--- config.mk ---
export PLATFORM = sky130hd
export DESIGN_NAME = riscv_wb_arbiter
export DESIGN_NICKNAME = d
export VERILOG_FILES = /design/src/rtl/riscv_wb_arbiter.sv
export SDC_FILE = /design/constraint.sdc
export NUM_CORES = 1
export LEC_CHECK = 0
export ABC_AREA = 0
export ABC_CLOCK_PERIOD_IN_PS = 6200
export BUFFER_PORTS_ARGS = -buffer_cell sky130_fd_sc_hd__buf_4
export CORE_UTILIZATION = 30
export DETAILED_ROUTE_END_ITERATION = 7
export PLACE_DENSITY_LB_ADDON = 0.15
export SYNTH_ARGS = -nofsm -noshare
export SYNTH_HDL_FRONTEND = slang
export SYNTH_SLANG_ARGS = --single-unit
--- constraint.sdc ---
create_clock -name clk -period 6.2 [get_ports clk]
set_clock_uncertainty 0.1 [all_clocks]
set_input_delay 0.31 -clock clk [delete_from_list [all_inputs] [get_ports clk]]
set_output_delay 0.31 -clock clk [all_outputs]
set_load 0.03 [all_outputs]
--- src/rtl/riscv_wb_arbiter.sv ---
// riscv_wb_arbiter
//   Owns the single register-file write port and shares it between the
//   in-order pipeline writeback and a long-latency result source (mul/div,
//   late loads). Late results wait in a small FIFO. The pipeline wins the
//   port unless the FIFO is full or has starved for STARVE_LIMIT cycles, or
//   the pipeline is idle. Decode gets a pending-write hazard check.
//
// Ports
//   clk, rst                   rising-edge clock, async active-high reset
//   pipe_valid/rd/data         pipeline writeback request
//   pipe_stall                 request not taken this cycle; hold and retry
//   late_valid/rd/data         late result offer
//   late_ready                 FIFO has room (registered state only)
//   rs1_addr, rs2_addr         decode source registers
//   rs1_busy, rs2_busy         source has a pending late / in-flight write
//   rf_we, rf_waddr, rf_wdata  registered register-file write port
module riscv_wb_arbiter #(
  parameter int WORD_LENGTH  = 32,
  parameter int REG_ADDR_W   = 5,
  parameter int DEPTH        = 2,
  parameter int STARVE_LIMIT = 4
) (
  input  logic                   clk,
  input  logic                   rst,
  input  logic                   pipe_valid,
  input  logic [REG_ADDR_W-1:0]  pipe_rd,
  input  logic [WORD_LENGTH-1:0] pipe_data,
  output logic                   pipe_stall,
  input  logic                   late_valid,
  input  logic [REG_ADDR_W-1:0]  late_rd,
  input  logic [WORD_LENGTH-1:0] late_data,
  output logic                   late_ready,
  input  logic [REG_ADDR_W-1:0]  rs1_addr,
  input  logic [REG_ADDR_W-1:0]  rs2_addr,
  output logic                   rs1_busy,
  output logic                   rs2_busy,
  output logic                   rf_we,
  output logic [REG_ADDR_W-1:0]  rf_waddr,
  output logic [WORD_LENGTH-1:0] rf_wdata
);

  localparam int PTR_W = $clog2(DEPTH);
  localparam int CNT_W = $clog2(DEPTH + 1);
  localparam int ST_W  = $clog2(STARVE_LIMIT + 1);

  // FIFO storage; per-entry valid bits feed the hazard check directly.
  logic [REG_ADDR_W-1:0]  fifo_rd   [DEPTH];
  logic [WORD_LENGTH-1:0] fifo_data [DEPTH];
  logic [DEPTH-1:0]       fifo_vld;
  logic [PTR_W-1:0]       wr_ptr;
  logic [PTR_W-1:0]       rd_ptr;
  logic [CNT_W-1:0]       count;
  logic [ST_W-1:0]        starve_cnt;

  logic                   full;
  logic                   empty;
  logic                   starve_hit;
  logic                   push;
  logic                   drain;
  logic                   sel_valid;
  logic [REG_ADDR_W-1:0]  sel_rd;
  logic [WORD_LENGTH-1:0] sel_data;

  assign full       = (count == CNT_W'(DEPTH));
  assign empty      = (count == '0);
  assign starve_hit = (starve_cnt >= ST_W'(STARVE_LIMIT));

  // Ready depends only on registered occupancy; held low during reset.
  assign late_ready = !full && !rst;
  assign push       = late_valid && late_ready;

  // Grant: FIFO head wins when the pipe is idle, the FIFO is full or starved.
  always_comb begin
    drain     = !empty && (!pipe_valid || full || starve_hit);
    sel_valid = drain || pipe_valid;
    sel_rd    = pipe_rd;
    sel_data  = pipe_data;
    if (drain) begin
      sel_rd   = fifo_rd[rd_ptr];
      sel_data = fifo_data[rd_ptr];
    end
  end

  assign pipe_stall = pipe_valid && drain;

  // FIFO storage is not reset; validity is tracked by fifo_vld.
  always_ff @(posedge clk) begin
    if (push) begin
      fifo_rd[wr_ptr]   <= late_rd;
      fifo_data[wr_ptr] <= late_data;
    end
  end

  always_ff @(posedge clk or posedge rst) begin
    if (rst) begin
      fifo_vld <= '0;
      wr_ptr   <= '0;
      rd_ptr   <= '0;
      count    <= '0;
    end else begin
      if (push) begin
        wr_ptr           <= wr_ptr + PTR_W'(1);
        fifo_vld[wr_ptr] <= 1'b1;
      end
      // Push and pop never target the same slot unless the FIFO is empty,
      // in which case drain is 0, so the clear cannot race the set.
      if (drain) begin
        rd_ptr           <= rd_ptr + PTR_W'(1);
        fifo_vld[rd_ptr] <= 1'b0;
      end
      case ({push, drain})
        2'b10:   count <= count + CNT_W'(1);
        2'b01:   count <= count - CNT_W'(1);
        default: count <= count;
      endcase
    end
  end

  // Starve counter: counts cycles the head sat un-popped, saturating.
  always_ff @(posedge clk or posedge rst) begin
    if (rst) begin
      starve_cnt <= '0;
    end else if (drain || empty) begin
      starve_cnt <= '0;
    end else if (!starve_hit) begin
      starve_cnt <= starve_cnt + ST_W'(1);
    end
  end

  // Write port register; rd=0 requests are consumed without a write.
  always_ff @(posedge clk or posedge rst) begin
    if (rst) begin
      rf_we    <= 1'b0;
      rf_waddr <= '0;
      rf_wdata <= '0;
    end else begin
      rf_we <= sel_valid && (sel_rd != '0);
      if (sel_valid) begin
        rf_waddr <= sel_rd;
        rf_wdata <= sel_data;
      end
    end
  end

  // Hazard check against queued late writes and the write in flight.
  always_comb begin
    rs1_busy = rf_we && (rf_waddr == rs1_addr);
    rs2_busy = rf_we && (rf_waddr == rs2_addr);
    for (int unsigned i = 0; i < DEPTH; i++) begin
      if (fifo_vld[i] && (fifo_rd[i] == rs1_addr)) rs1_busy = 1'b1;
      if (fifo_vld[i] && (fifo_rd[i] == rs2_addr)) rs2_busy = 1'b1;
    end
    if (rs1_addr == '0) rs1_busy = 1'b0;
    if (rs2_addr == '0) rs2_busy = 1'b0;
  end

endmodule
# Word-level counts from Yosys, hierarchy flattened
# Memory sizes are Yosys's and may differ from the RTL's.
# Cells that the tools add are included.
# totals
register_bits,47
latch_bits,0
ram_bits,74
romBits,0
inputBits,88
out_inout_bits,42
word_cells,78
memories,2
# memory_table
memory,words,width,read_ports,rd_clocked_by_memory_dff,wr,line,rtl
fifo_data,2,32,1,0,1,48,logic [WORD_LENGTH-1:0] fifo_data [DEPTH];
fifo_rd,2,5,3,0,1,47,logic [REG_ADDR_W-1:0] fifo_rd [DEPTH];
# classes
n_addsub,5
n_mul,0
div,0
magnitude_cmp,5
n_eq_ne,10
shift,0
muxes,19
n_bitwise,3
n_reduce_logical,26
# op_table
op,count
2-to-1 mux 32 bit,1
equality test 5 bit,6
logical AND 1 bit,13
zero test 5 bit,2
2-to-1 mux 1 bit,10
2-to-1 mux 3 bit,2
2-to-1 mux 5 bit,1
nonzero test 5 bit,1
equality test 2 bit (second input constant),2
zero test 1 bit,4
logical OR 1 bit,4
< comparator 1 x 2 -> 1 bit (second input constant),2
2-to-1 mux 2 bit,2
one-hot mux 2 bit (2 select lines),1
adder 3 x 1 -> 3 bit (second input constant),1
greater-or-equal comparator 3 bit (second input constant),1
adder 1 bit (second input constant),2
adder 2 x 1 -> 2 bit (second input constant),1
AND 2 bit,1
demux 1 bit (select 1 bit),2
equality test 2 x 1 -> 1 bit (second input constant),1
greater-or-equal comparator 1 bit (second input constant),2
zero test 2 bit,1
inequality test 2 x 1 -> 1 bit (second input constant),1
4 further kinds,4

# Logic depth before layout (Yosys ltp)
# logic_depth
word_depth,8
depth_mapped,8
mapped_depth_nobuf,7

# Worst setup path before layout
# Ideal clock, no wire load.
# synth_path
path_kind,input port to flip-flop
from,input rst
to,memory fifo_data[0][0] (enable)
setup_ns,0.433
arrival_time_ns,3.364
path_slack_ns,2.303
path_stages,3
path_cell_list,inv_1 -> o211ai_1 -> nor2_1
# synth_between
elab_chain_cells,5
# synth_lines
item,line,rtl
from (decl),24,"input logic rst,"
zero test 1 bit (no line),-,
logical AND 1 bit,69,assign late_ready = !full && !rst;
logical AND 1 bit,70,assign push = late_valid && late_ready;
2-to-1 mux 1 bit,88,if (push) begin
2-to-1 mux 1 bit (not written as such),90,fifo_data[wr_ptr] <= late_data;
to (decl),48,
# No other way between the ends.

# Final worst setup path
# layout_path
from,register count[0]
to,output pipe_stall
# layout_between
elab_chain_cells,5
word_cells_on_any_way,7
# layout_lines
item,line,rtl
from (decl),52,logic [CNT_W-1:0] count;
from (signal assigned),112,2'b10: count <= count + CNT_W'(1);
from (signal assigned),113,2'b01: count <= count - CNT_W'(1);
from (signal assigned),114,default: count <= count;
equality test 2 bit,64,assign full = (count == CNT_W'(DEPTH));
logical OR 1 bit (2 in a row),74,drain = !empty && (!pipe_valid || full || starve_hit);
logical AND 1 bit *,74,
logical AND 1 bit *,84,assign pipe_stall = pipe_valid && drain;
to (decl),28,"output logic pipe_stall,"
# Mark *: on every way between the ends. The rest lies on a longest branch, timed or not.

==> results.md <==
* Max-slew headroom at 23.67%
* Max Cap Viol at 0
* Syn-to-layout area delta at 37.51%
* Final ANT Viol Nets at 0
* Via count at ~3700
* Die area at 18640 um2
* Maximum VDD drop at between 0.2 and 0.25 mV
* Core area at about 17000 um2
* N_diodes at 0
* Top cells by area, synth: edfxtp_1, dfrtp_1, mux2i_1
* GRT Util Overall at 14.89%
* Number of synthesized flops with an enable pin at 74
* Initial antenna violation count at 0
* Mean routed wirelength per cell at between 15 and 20 um
* Final WL at approximately 13000 um
* Port Buffers at 129
* CP Data Required Time at 5.79 ns
* IO Count at 130
* Number of global-route vias before repair at 3940
* Yosys top cell by area: edfxtp_1
* Status: completed
* Post-layout util at between 40 and 50%
* Synth top area share at approximately two fifths
* Worst-Margin Slew at ~1.1 ns
* Most frequent cells in the layout: buf_4, edfxtp_1, dfrtp_1
* Die Y at 136.5 um
* Post-synth ARST share at about 39%
* Clock sinks at between 100 and 150
* Final nets at roughly 670
* R2r startpoint: count[0]
* GPL Wtd Cong at ~0.78
* Hpwl dp at roughly 8700 um
* Avg Cell Area, Syn at ~13 um2
* CTS buffer count at 17
* Total grt overflow at 0
* WP data arrival at 2.58 ns
* Setup TNS at 0 ns
* Pre-antenna DRT Iters at 4
* Largest net degree at the start of global routing at 75
* Row cnt at 48
* Clk root buf: clkbuf_16
* Synth Instances at 411
* FMAX at about 330 MHz
* Sequential area share after synthesis at between 60% and 70%
* Crit Path Class: flop to output pin
* Final period util at 48.25%
* Clk Latency, worst-skew pair at 0.40 ns
* Critical Path End Type: output pin
* Crit Path Max Fanout at 37
* CTS HTree Levels at 4
* Unrepaired setup endpoints after global routing: false
* Place WS at roughly 3.2 ns
* CTS tree: done
* Post-route minimum period at 2.992 ns
* Initial cell density of the core at a little under a third
* Post-synthesis cell type count at just over 40
* First-pass GRT wire length at around 21000 um
* Startpoint Class: flop
* Setup violators final at 0
* Setup bufs post-CTS at 0
* Leak at between 3 and 4 nW
* Max Slew Vio Count at 0
* Warnings from Yosys at 0
* Max Root-Sink Buffers at 2
* CP startpoint: count[0]
* Post-cts sizing count at 0
* Net Count, Synth at around 500
* Post-route worst setup slack at roughly 3.2 ns
* CTS clock-pin slew for the worst setup and hold paths at 0.06 ns
* Most used DFF post-synth: edfxtp_1
* Mapped cell area at 5430 um2
* Number of vias per cell at about 4.6
* Endpoints failing hold at 0
* DRC violations left at 0
* HP Class: primary input to asynchronous set/reset pin
* Yosys reg bits at 121
* Share of layout cells above drive strength 1 at about a third
* Die W at between 100 and 150 um
* Power Density at between 400 and 500 nW/um2
* DRT iter0 DRCs at roughly 170
* Commonest non-fill, non-tap cell in the layout: buf_4
[final cells by class]
type	instances	area (um2)
clock buffers	17	425.4
flip-flops and latches	121	3400
clock inverters	15	128.9
inverters	6	22.52
fillers	1660	10010
well taps	225	281.5
multi-input cells	260	1841
repair buffers	170	1369
[kinds of logic (layout without fill, tap and decap cells)]
group           count (synthesis)  count (layout)  share of synthesized area [%]
flops                         121             121                          62.58
xor+xnor                       35              35                          5.645
fa+ha+maj                       3               3                         0.6913
compound gates                 82              82                          8.388
mux                            39              39                          7.235
buf+inv                        30             208                          3.894
simple gates                  101             101                          11.57
[critical path: stages, from the launching register on]
cell and delay [ns]:
dfrtp_1 0.52, o21ai_4 0.95, inv_2 0.28, and2_1 0.25, buf_4 0.16
[worst paths after layout]
path | endpoint | slack (ns) | depth (start not counted)
setup / recovery | pipe_stall | 3.21 | 4
max in group asynchronous | rd_ptr | 5.52 | 3
min in group clk | rf_wdata[2] | 0.07 | 3
hold reg to reg | starve_cnt[0] | 0.38 | 1
setup reg to reg | count[1] | 3.58 | 6
hold / removal | rf_waddr[0] | 0.0004 | 3
[power by group]
group          total [mW]  internal, mW  switching [mW]
Sequential           1.25          1.08           0.166
Combinational        1.36         0.536           0.826
Clock               0.919         0.550           0.369
Total                3.53          2.17            1.36
[per-layer routing]
layer | up-vias | part of all wire, % | track usage [%]
met2 | 90 | 48 | 24.51
met1 | 1785 | 47 | 19.15
li1 | 1829 | - | -
met4 | 0 | 0.89 | 4.444
met5 | - | 0 | 0
met3 | 8 | 4.7 | 3.852
[stage by stage]
step                instance area (um2)  hold slack, ns  total power [mW]  instances
global placement                   6543          0.3703             2.612        745
detailed placement                 6543          0.3733             2.633        745
CTS                                7467         0.01685             3.583        814
global route                       7467         0.06401             3.744        814
floorplan                          5430          0.3089             2.220        411
finish                             7467       0.0003700             3.530        814
[state kept, by name (all words and copies together), names as in the netlist]
name / flops
starve_cnt: 3
rf_we: 1
rf_waddr: 5
fifo_rd: 10
fifo_data: 64
rd_ptr: 1
rf_wdata: 32
fifo_vld: 2
wr_ptr: 1
count: 2
[synth_stat cells (2+ instances only)]
cell	count
mux2_2	2
a21oi_1	37
nand3_1	2
o21ai_0	8
o21ai_2	2
xor2_1	24
nor2_1	5
and2_1	5
xnor2_1	11
buf_2	10
o21ai_1	26
buf_6	2
nand2_1	36
buf_12	2
nor4_1	7
dfrtp_1	47
buf_4	7
mux2i_1	37
edfxtp_1	74
ha_1	3
or4_1	3
nor3_2	28
inv_1	5
a32oi_1	2
nor3_1	10
[what timing repair did]
item / 4_1_cts / 5_1_grt
hold buffers: 37 / 0
setup endpoints to repair: 0 / 0
endpoints found under the hold margin: 74 / 0
Power figures use the tool's default switching activity.
